**config.mk**
```make
export PLATFORM = sky130hd
export DESIGN_NAME = pc_fetch_controller
export DESIGN_NICKNAME = d
export VERILOG_FILES = /design/src/rtl/pc_fetch_controller.sv
export SDC_FILE = /design/constraint.sdc
export NUM_CORES = 1
export LEC_CHECK = 0
export ABC_AREA = 1
export BUFFER_PORTS_ARGS = -buffer_cell sky130_fd_sc_hd__buf_2
export CORE_ASPECT_RATIO = 1.2
export CORE_MARGIN = 4
export CORE_UTILIZATION = 30
export CTS_BUF_LIST = sky130_fd_sc_hd__clkbuf_8 sky130_fd_sc_hd__clkbuf_16
export DETAILED_ROUTE_END_ITERATION = 8
export PLACE_DENSITY = 0.52
export SYNTH_ARGS = -nofsm -noshare
export SYNTH_HDL_FRONTEND = slang
export SYNTH_SLANG_ARGS = --single-unit
export TNS_END_PERCENT = 50
```
**constraint.sdc**
```tcl
create_clock -name clk -period 2.3 [get_ports clk]
set_clock_uncertainty 0.15 [all_clocks]
set_input_delay 0.345 -clock clk [delete_from_list [all_inputs] [get_ports clk]]
set_output_delay 0.345 -clock clk [all_outputs]
set_load 0.01 [all_outputs]
```
**src/rtl/pc_fetch_controller.sv**
```systemverilog
// PC sequencer and imem fetch handshake: BOOT -> FETCH -> ISSUE, with next-PC
// selection from sequential, branch, jump and trap sources.
module pc_fetch_controller #(
  parameter logic [31:0] RESET_VECTOR = 32'h0000_0000,
  parameter logic [31:0] TRAP_VECTOR  = 32'h0000_0100
) (
  input  logic        clk,
  input  logic        reset_n,
  input  logic        stall,
  input  logic        branch_taken,
  input  logic [31:0] branch_target,
  input  logic        jump_en,
  input  logic [31:0] jump_target,
  input  logic        trap_req,
  output logic        imem_req,
  output logic [31:0] imem_addr,
  input  logic        imem_ack,
  input  logic [31:0] imem_rdata,
  output logic        instr_valid,
  output logic [31:0] instr,
  output logic [31:0] pc_out,
  output logic        misalign_fault,
  output logic [31:0] instr_count
);

  typedef enum logic [1:0] {S_BOOT, S_FETCH, S_ISSUE} state_t;

  state_t      r_state, w_next_state;
  logic [31:0] r_pc, w_next_pc;
  logic [31:0] r_instr;
  logic [31:0] r_count;
  logic        r_trap_pending, w_next_trap_pending;
  logic        r_misalign, w_next_misalign;
  logic        w_load_instr;
  logic        w_count_en;

  logic        w_redir_en;
  logic [31:0] w_redir_tgt;
  logic        w_redir_misal;
  logic [31:0] w_seq_pc;

  // Jump wins over branch; alignment is judged only on the selected target.
  assign w_redir_en    = jump_en | branch_taken;
  assign w_redir_tgt   = jump_en ? jump_target : branch_target;
  assign w_redir_misal = w_redir_en & (|w_redir_tgt[1:0]);
  assign w_seq_pc      = r_pc + 32'd4;

  always_comb begin
    w_next_state        = r_state;
    w_next_pc           = r_pc;
    w_next_trap_pending = r_trap_pending;
    w_next_misalign     = 1'b0;
    w_load_instr        = 1'b0;
    w_count_en          = 1'b0;
    case (r_state)
      S_BOOT: w_next_state = S_FETCH;
      S_FETCH: begin
        if (imem_ack) begin
          // A trap seen at any point of the handshake discards the fetched word.
          if (trap_req || r_trap_pending) begin
            w_next_pc           = TRAP_VECTOR;
            w_next_trap_pending = 1'b0;
          end else begin
            w_load_instr = 1'b1;
            w_next_state = S_ISSUE;
          end
        end else if (trap_req) begin
          w_next_trap_pending = 1'b1;
        end
      end
      S_ISSUE: begin
        if (trap_req) begin
          w_next_pc    = TRAP_VECTOR;
          w_next_state = S_FETCH;
        end else if (!stall) begin
          w_count_en   = 1'b1;
          w_next_state = S_FETCH;
          if (w_redir_misal) begin
            w_next_pc       = TRAP_VECTOR;
            w_next_misalign = 1'b1;
          end else if (w_redir_en) begin
            w_next_pc = w_redir_tgt;
          end else begin
            w_next_pc = w_seq_pc;
          end
        end
      end
      default: w_next_state = S_BOOT;
    endcase
  end

  always_ff @(posedge clk or negedge reset_n) begin
    if (!reset_n) begin
      r_state        <= S_BOOT;
      r_pc           <= RESET_VECTOR;
      r_instr        <= 32'd0;
      r_count        <= 32'd0;
      r_trap_pending <= 1'b0;
      r_misalign     <= 1'b0;
    end else begin
      r_state        <= w_next_state;
      r_pc           <= w_next_pc;
      r_trap_pending <= w_next_trap_pending;
      r_misalign     <= w_next_misalign;
      if (w_load_instr) r_instr <= imem_rdata;
      if (w_count_en)   r_count <= r_count + 32'd1;
    end
  end

  // Request and valid decode straight from state so reset drops them at once.
  assign imem_req       = (r_state == S_FETCH);
  assign imem_addr      = r_pc;
  assign instr_valid    = (r_state == S_ISSUE);
  assign instr          = r_instr;
  assign pc_out         = r_pc;
  assign misalign_fault = r_misalign;
  assign instr_count    = r_count;

endmodule

```
======== Word-level counts from Yosys, hierarchy flattened ========
Index checks and enable logic that the tools add are counted.
word-level totals
  input bits .............................. 103
  flip-flop bits (word level) ............. 100
  output and inout bits ................... 131
  logic and storage cells ................. 51
operators by class
  mux-type cells .......................... 26
  reduce and logical (&&, ||, !) cells .... 8
  add/subtract/negate cells ............... 2
  equality and inequality tests ........... 7
  bitwise logic cells ..................... 2
operators by type and width
  cell                   number
  $mux 32                7
  $pmux 32 s2            1
  $add 32x1->32 const B  1
  $add 32x3->32 const B  1
  $mux 1                 13
  $mux 2                 4
  $ne 2x1->1 const B     3
  $pmux 2 s3             1
  $reduce_and 3->1       2
  $reduce_and 4->1       1
  $reduce_bool 2->1      2
  $ne 3x3->1 const B     1
  $eq 2x1->1 const B     1
  $eq 2x2->1 const B     1
  $logic_not 2->1        1
  $ne 2x2->1 const B     1
  $reduce_or 2->1        1
  $and 1x1->1            1
  $logic_or 1x1->1       1
  $or 1x1->1             1

======== Longest topological paths before layout ========
  depth after elaboration ................. 7
  gate-level depth with buffers ........... 11
  mapped depth without buffers ............ 11

======== Worst setup path after synthesis ========
OpenSTA, ideal clock, no wires.
  path kind ............................... reg-to-reg
  from .................................... register r_count[0] (netlist: instr_count[0])
  to ...................................... register r_count[20] (netlist: instr_count[20])
  stages on the path, launching flop included .. 10
  setup slack ............................. 0.579 ns
  setup time .............................. 0.117 ns
  buffers on the path ..................... 1
  required time ........................... 2.033 ns
  period minus slack after synthesis ...... 1.721 ns
  data arrival time ....................... 1.454 ns
  cell sequence ........................... dfrtp_1 > ha_1 > nand3_1 > nor2_1 > nand3_2 > nor2_4 > buf_4 > nand3_1 > nand2_1 > nand2_1
between the ends
  longest elaborated chain between the ends .. 1
RTL lines
  what                    RTL line  text
  start, declared         31        logic [31:0] r_count;
  start signal, assigned  106       if (w_count_en) r_count <= r_count + 32'd1;
  $add 32x1->32           106
Every way passes these cells.
A chain may end at the register's enable or synchronous reset.

======== Worst setup path in the final report ========
  from .................................... register r_pc[2] (netlist: imem_addr[2])
  to ...................................... register r_pc[22] (netlist: imem_addr[22])
between the ends
  longest elaborated chain between the ends .. 6
RTL lines
  what                    RTL line  text
  start, declared         29        logic [31:0] r_pc, w_next_pc;
  start signal, assigned  102       r_pc <= w_next_pc;
  $add 32x3->32           46        assign w_seq_pc = r_pc + 32'd4;
  $mux 32                 81        end else if (w_redir_en) begin
  $mux 32                 78        if (w_redir_misal) begin
  $mux 32                 75        end else if (!stall) begin
  $mux 32                 72        if (trap_req) begin
  $pmux 32 s2             55        case (r_state)
Every way passes these cells. The select of a mux whose other input is x is not followed.

==> impl_metrics.tcl <==
set metrics [dict create \
    end_kind "register" \
    num_vias 5703 \
    postLayoutCellArea_um2 7570 \
    nets 1105 \
    antenna_found_initial 3 \
    drive_above_1_share_pct 32.4 \
    p_leak_nw 3.91 \
    critPathMaxFanout 6 \
    cts_setup_buffers 0 \
    worst_ep_arrival_time_ps 2110 \
    seq_area_frac_synth_pct 41.6 \
    num_rows 56 \
    worst_setup_path_start_kind "register" \
    fin_tns_setup_ps 0 \
    cts-htree-levels 3 \
    crit_chain "ha_1, nand2_1, nor2_1, nand2_1, nor2_1, nand2_1, nand2_1, nand3_1, nand2_1, nand2_1" \
    start_util_pct 30.7 \
    cts_tree "built" \
    place_congestion 0.877 \
    grt_max_degree 57 \
    grt_pass1_wl_um 29500 \
    status "completed" \
    seqPwrFrac_pct 43.2 \
    hold_path.class "in -> reg" \
    synth_cell_type_count 33 \
    syn2layout_area_growth_pct 25.8 \
    finalCriticalPeriod_ps 2010 \
    root_buffer "clkbuf_16" \
    yosysWarnings 0 \
    track_usage_pct 16.8 \
    p_sw_share_pct 32.9 \
    peakVddDrop_v 0.000395 \
    reg2reg_from "imem_addr[2]$_DFFE_PN0P_" \
    syn_nets 898 \
    core-area_um2 19600 \
    drv_cap 0 \
    drc_errors 0 \
    cpMostUsedCell "nand2_1" \
    slowest_stage "dfrtp_1" \
    n_antenna_cell 0 \
    finalPower_w 0.00532 \
    fp.dieArea_um2 22400 \
    grt_pass1_vias 5657 \
    max_freq_mhz 499 \
    synth_area_um2 6020 \
    fp.dieW_um 137 \
    io_buffers 233 \
    crit_start "imem_addr[2]$_DFFE_PN0P_" \
    worstHoldStart "imem_rdata[5]" \
    cpPeakStageDelay_ps 460 \
    ys_seq_elements 100 \
    wl_per_cell_um 14.8 \
    fp.dieH_um 163 \
    layout_common_cells "nand2_1, buf_2, nor2_1, dfrtp_1, inv_1" \
    critPathTopFamily "simple AND/OR/NAND/NOR gates" \
    slew_violations 0 \
    ant_nets 0 \
    clk-insertion-delay-late_ps 360 \
    layout_setup_ws_ps 294 \
    powerDensity_nw_per_um2 702 \
    avgSynthCellArea_um2 7.59 \
    numCtsBuffers 9 \
    worst-path-buf-inv 0 \
    path_clk_slew_ps 80 \
    placedInstanceArea_um2 7260 \
    fillers 2114 \
    fin_crit_sh_pct 87.2 \
    mostFrequentLayoutCell "nand2_1" \
    worstMarginPinSlew_ps 425 \
    crit_type "reg -> reg" \
    synthCells 793 \
    wl_um 18700 \
    ios 234 \
    dp_slack_ps 279 \
    dp_hpwl_um 14600 \
    p_switching_w 0.00175 \
    first_iter_violations 223 \
    clkPwrFrac_pct 29.1 \
    cts.sinks 100 \
    slew_headroom_pct 71.5 \
    worstPathRequired_ps 2410 \
    firstDrtPassIters 4 \
    setup_viol 0 \
    combPwrFrac_pct 27.7 \
    hold_violations 0 \
    power.internal_w 0.00356 \
    overflow 0 \
    vias_per_cell 4.50 \
    cts_buffer_depth 2 \
    rsz0062_at_grt "no" \
    register_area_um2 2500 \
    multiInputGateArea_um2 2890 \
]
flip-flops by register name (all words and copies together) (netlist names):
name / count
r_state: 2
misalign_fault: 1
imem_addr: 32
instr_count: 32
instr: 32
r_trap_pending: 1
cells in the mapped netlist, drive strengths merged:
cell | count | share of area [%]
xnor2 | 9 | 1.3
a221oi | 1 | 0.15
o21ai | 15 | 1.2
nand4 | 10 | 1.3
mux2 | 32 | 6.0
xor2 | 18 | 2.6
nor2 | 126 | 9.1
inv | 70 | 4.4
and2 | 1 | 0.10
a21oi | 5 | 0.42
a31oi | 2 | 0.21
o22ai | 31 | 3.2
clkbuf | 2 | 0.12
ha | 2 | 0.42
dlymetal6s2s | 1 | 0.21
nor3 | 4 | 0.33
dfrtp | 100 | 42
nand2 | 275 | 17
nand3 | 33 | 2.9
nand3b | 6 | 0.75
buf | 46 | 5.8
a22oi | 1 | 0.12
o21bai | 3 | 0.37
path summary, 6_finish.rpt:
| kind | cells after the start | endpoint | slack, ps |
|---|---|---|---|
| worst min register to register | 1 | instr[13]$_DFFE_PN0P_ | 350 |
| worst max register to register | 10 | imem_addr[22]$_DFFE_PN0P_ | 290 |
| max in group asynchronous | 3 | instr_count[19]$_DFFE_PN0P_ | 1080 |
| worst max-delay path | 10 | imem_addr[22]$_DFFE_PN0P_ | 290 |
| min in group asynchronous | 2 | imem_addr[29]$_DFFE_PN0P_ | 290 |
| worst min-delay path | 2 | instr[5]$_DFFE_PN0P_ | 60 |
layout make-up:
class | count | area share (%)
clock buffer | 10 | 3.16
multi-input combinational | 574 | 38.1
inverter | 70 | 3.47
sequential | 100 | 33.1
clock inverter | 6 | 0.711
tap | 261 | 4.31
timing repair buffer | 245 | 17.2
timing repair:
action | CTS | global route
endpoints found under the setup margin | 0 | 2
hold buffers | 1 | 0
hold endpoints to repair | 22 | 0
resized for setup | 0 | 1
metrics by stage:
stage | utilization [%] | std cells | hold WS (ps)
floorplan | - | 793 | -101
global placement | 37.0 | 1249 | 141
global route | 38.6 | 1266 | 55.7
CTS | 38.6 | 1266 | 40.8
detailed placement | 37.0 | 1249 | 143
finish | 38.6 | 1266 | 63.2
metal layers:
layer | wire length [µm] | global-route usage (%)
met1 | 7810 | 20.4
met2 | 9020 | 28.8
met3 | 1500 | 4.81
met4 | 327 | 4.72
met5 | 41 | 0
power groups by stage:
stage / Combinational (W) / Sequential [W] / Clock, W
after floorplan: 0.000711 / 0.00247 / 0
after global placement: 0.00151 / 0.00231 / 0
after detailed placement: 0.00151 / 0.00233 / 0
after CTS: 0.00151 / 0.00230 / 0.00162
after global routing: 0.00164 / 0.00235 / 0.00167
final: 0.00147 / 0.00229 / 0.00155
cell families after synthesis:
logic type	share of synthesized area, %
xor gates and xnor gates	3.93
and+or+nand+nor	31.9
adders and majority gates	0.416
DFF	41.6
muxes	5.99
AOI/OAI and AO/OA	5.74
buffers and inverters	10.5
Power figures use the tool's default switching activity.
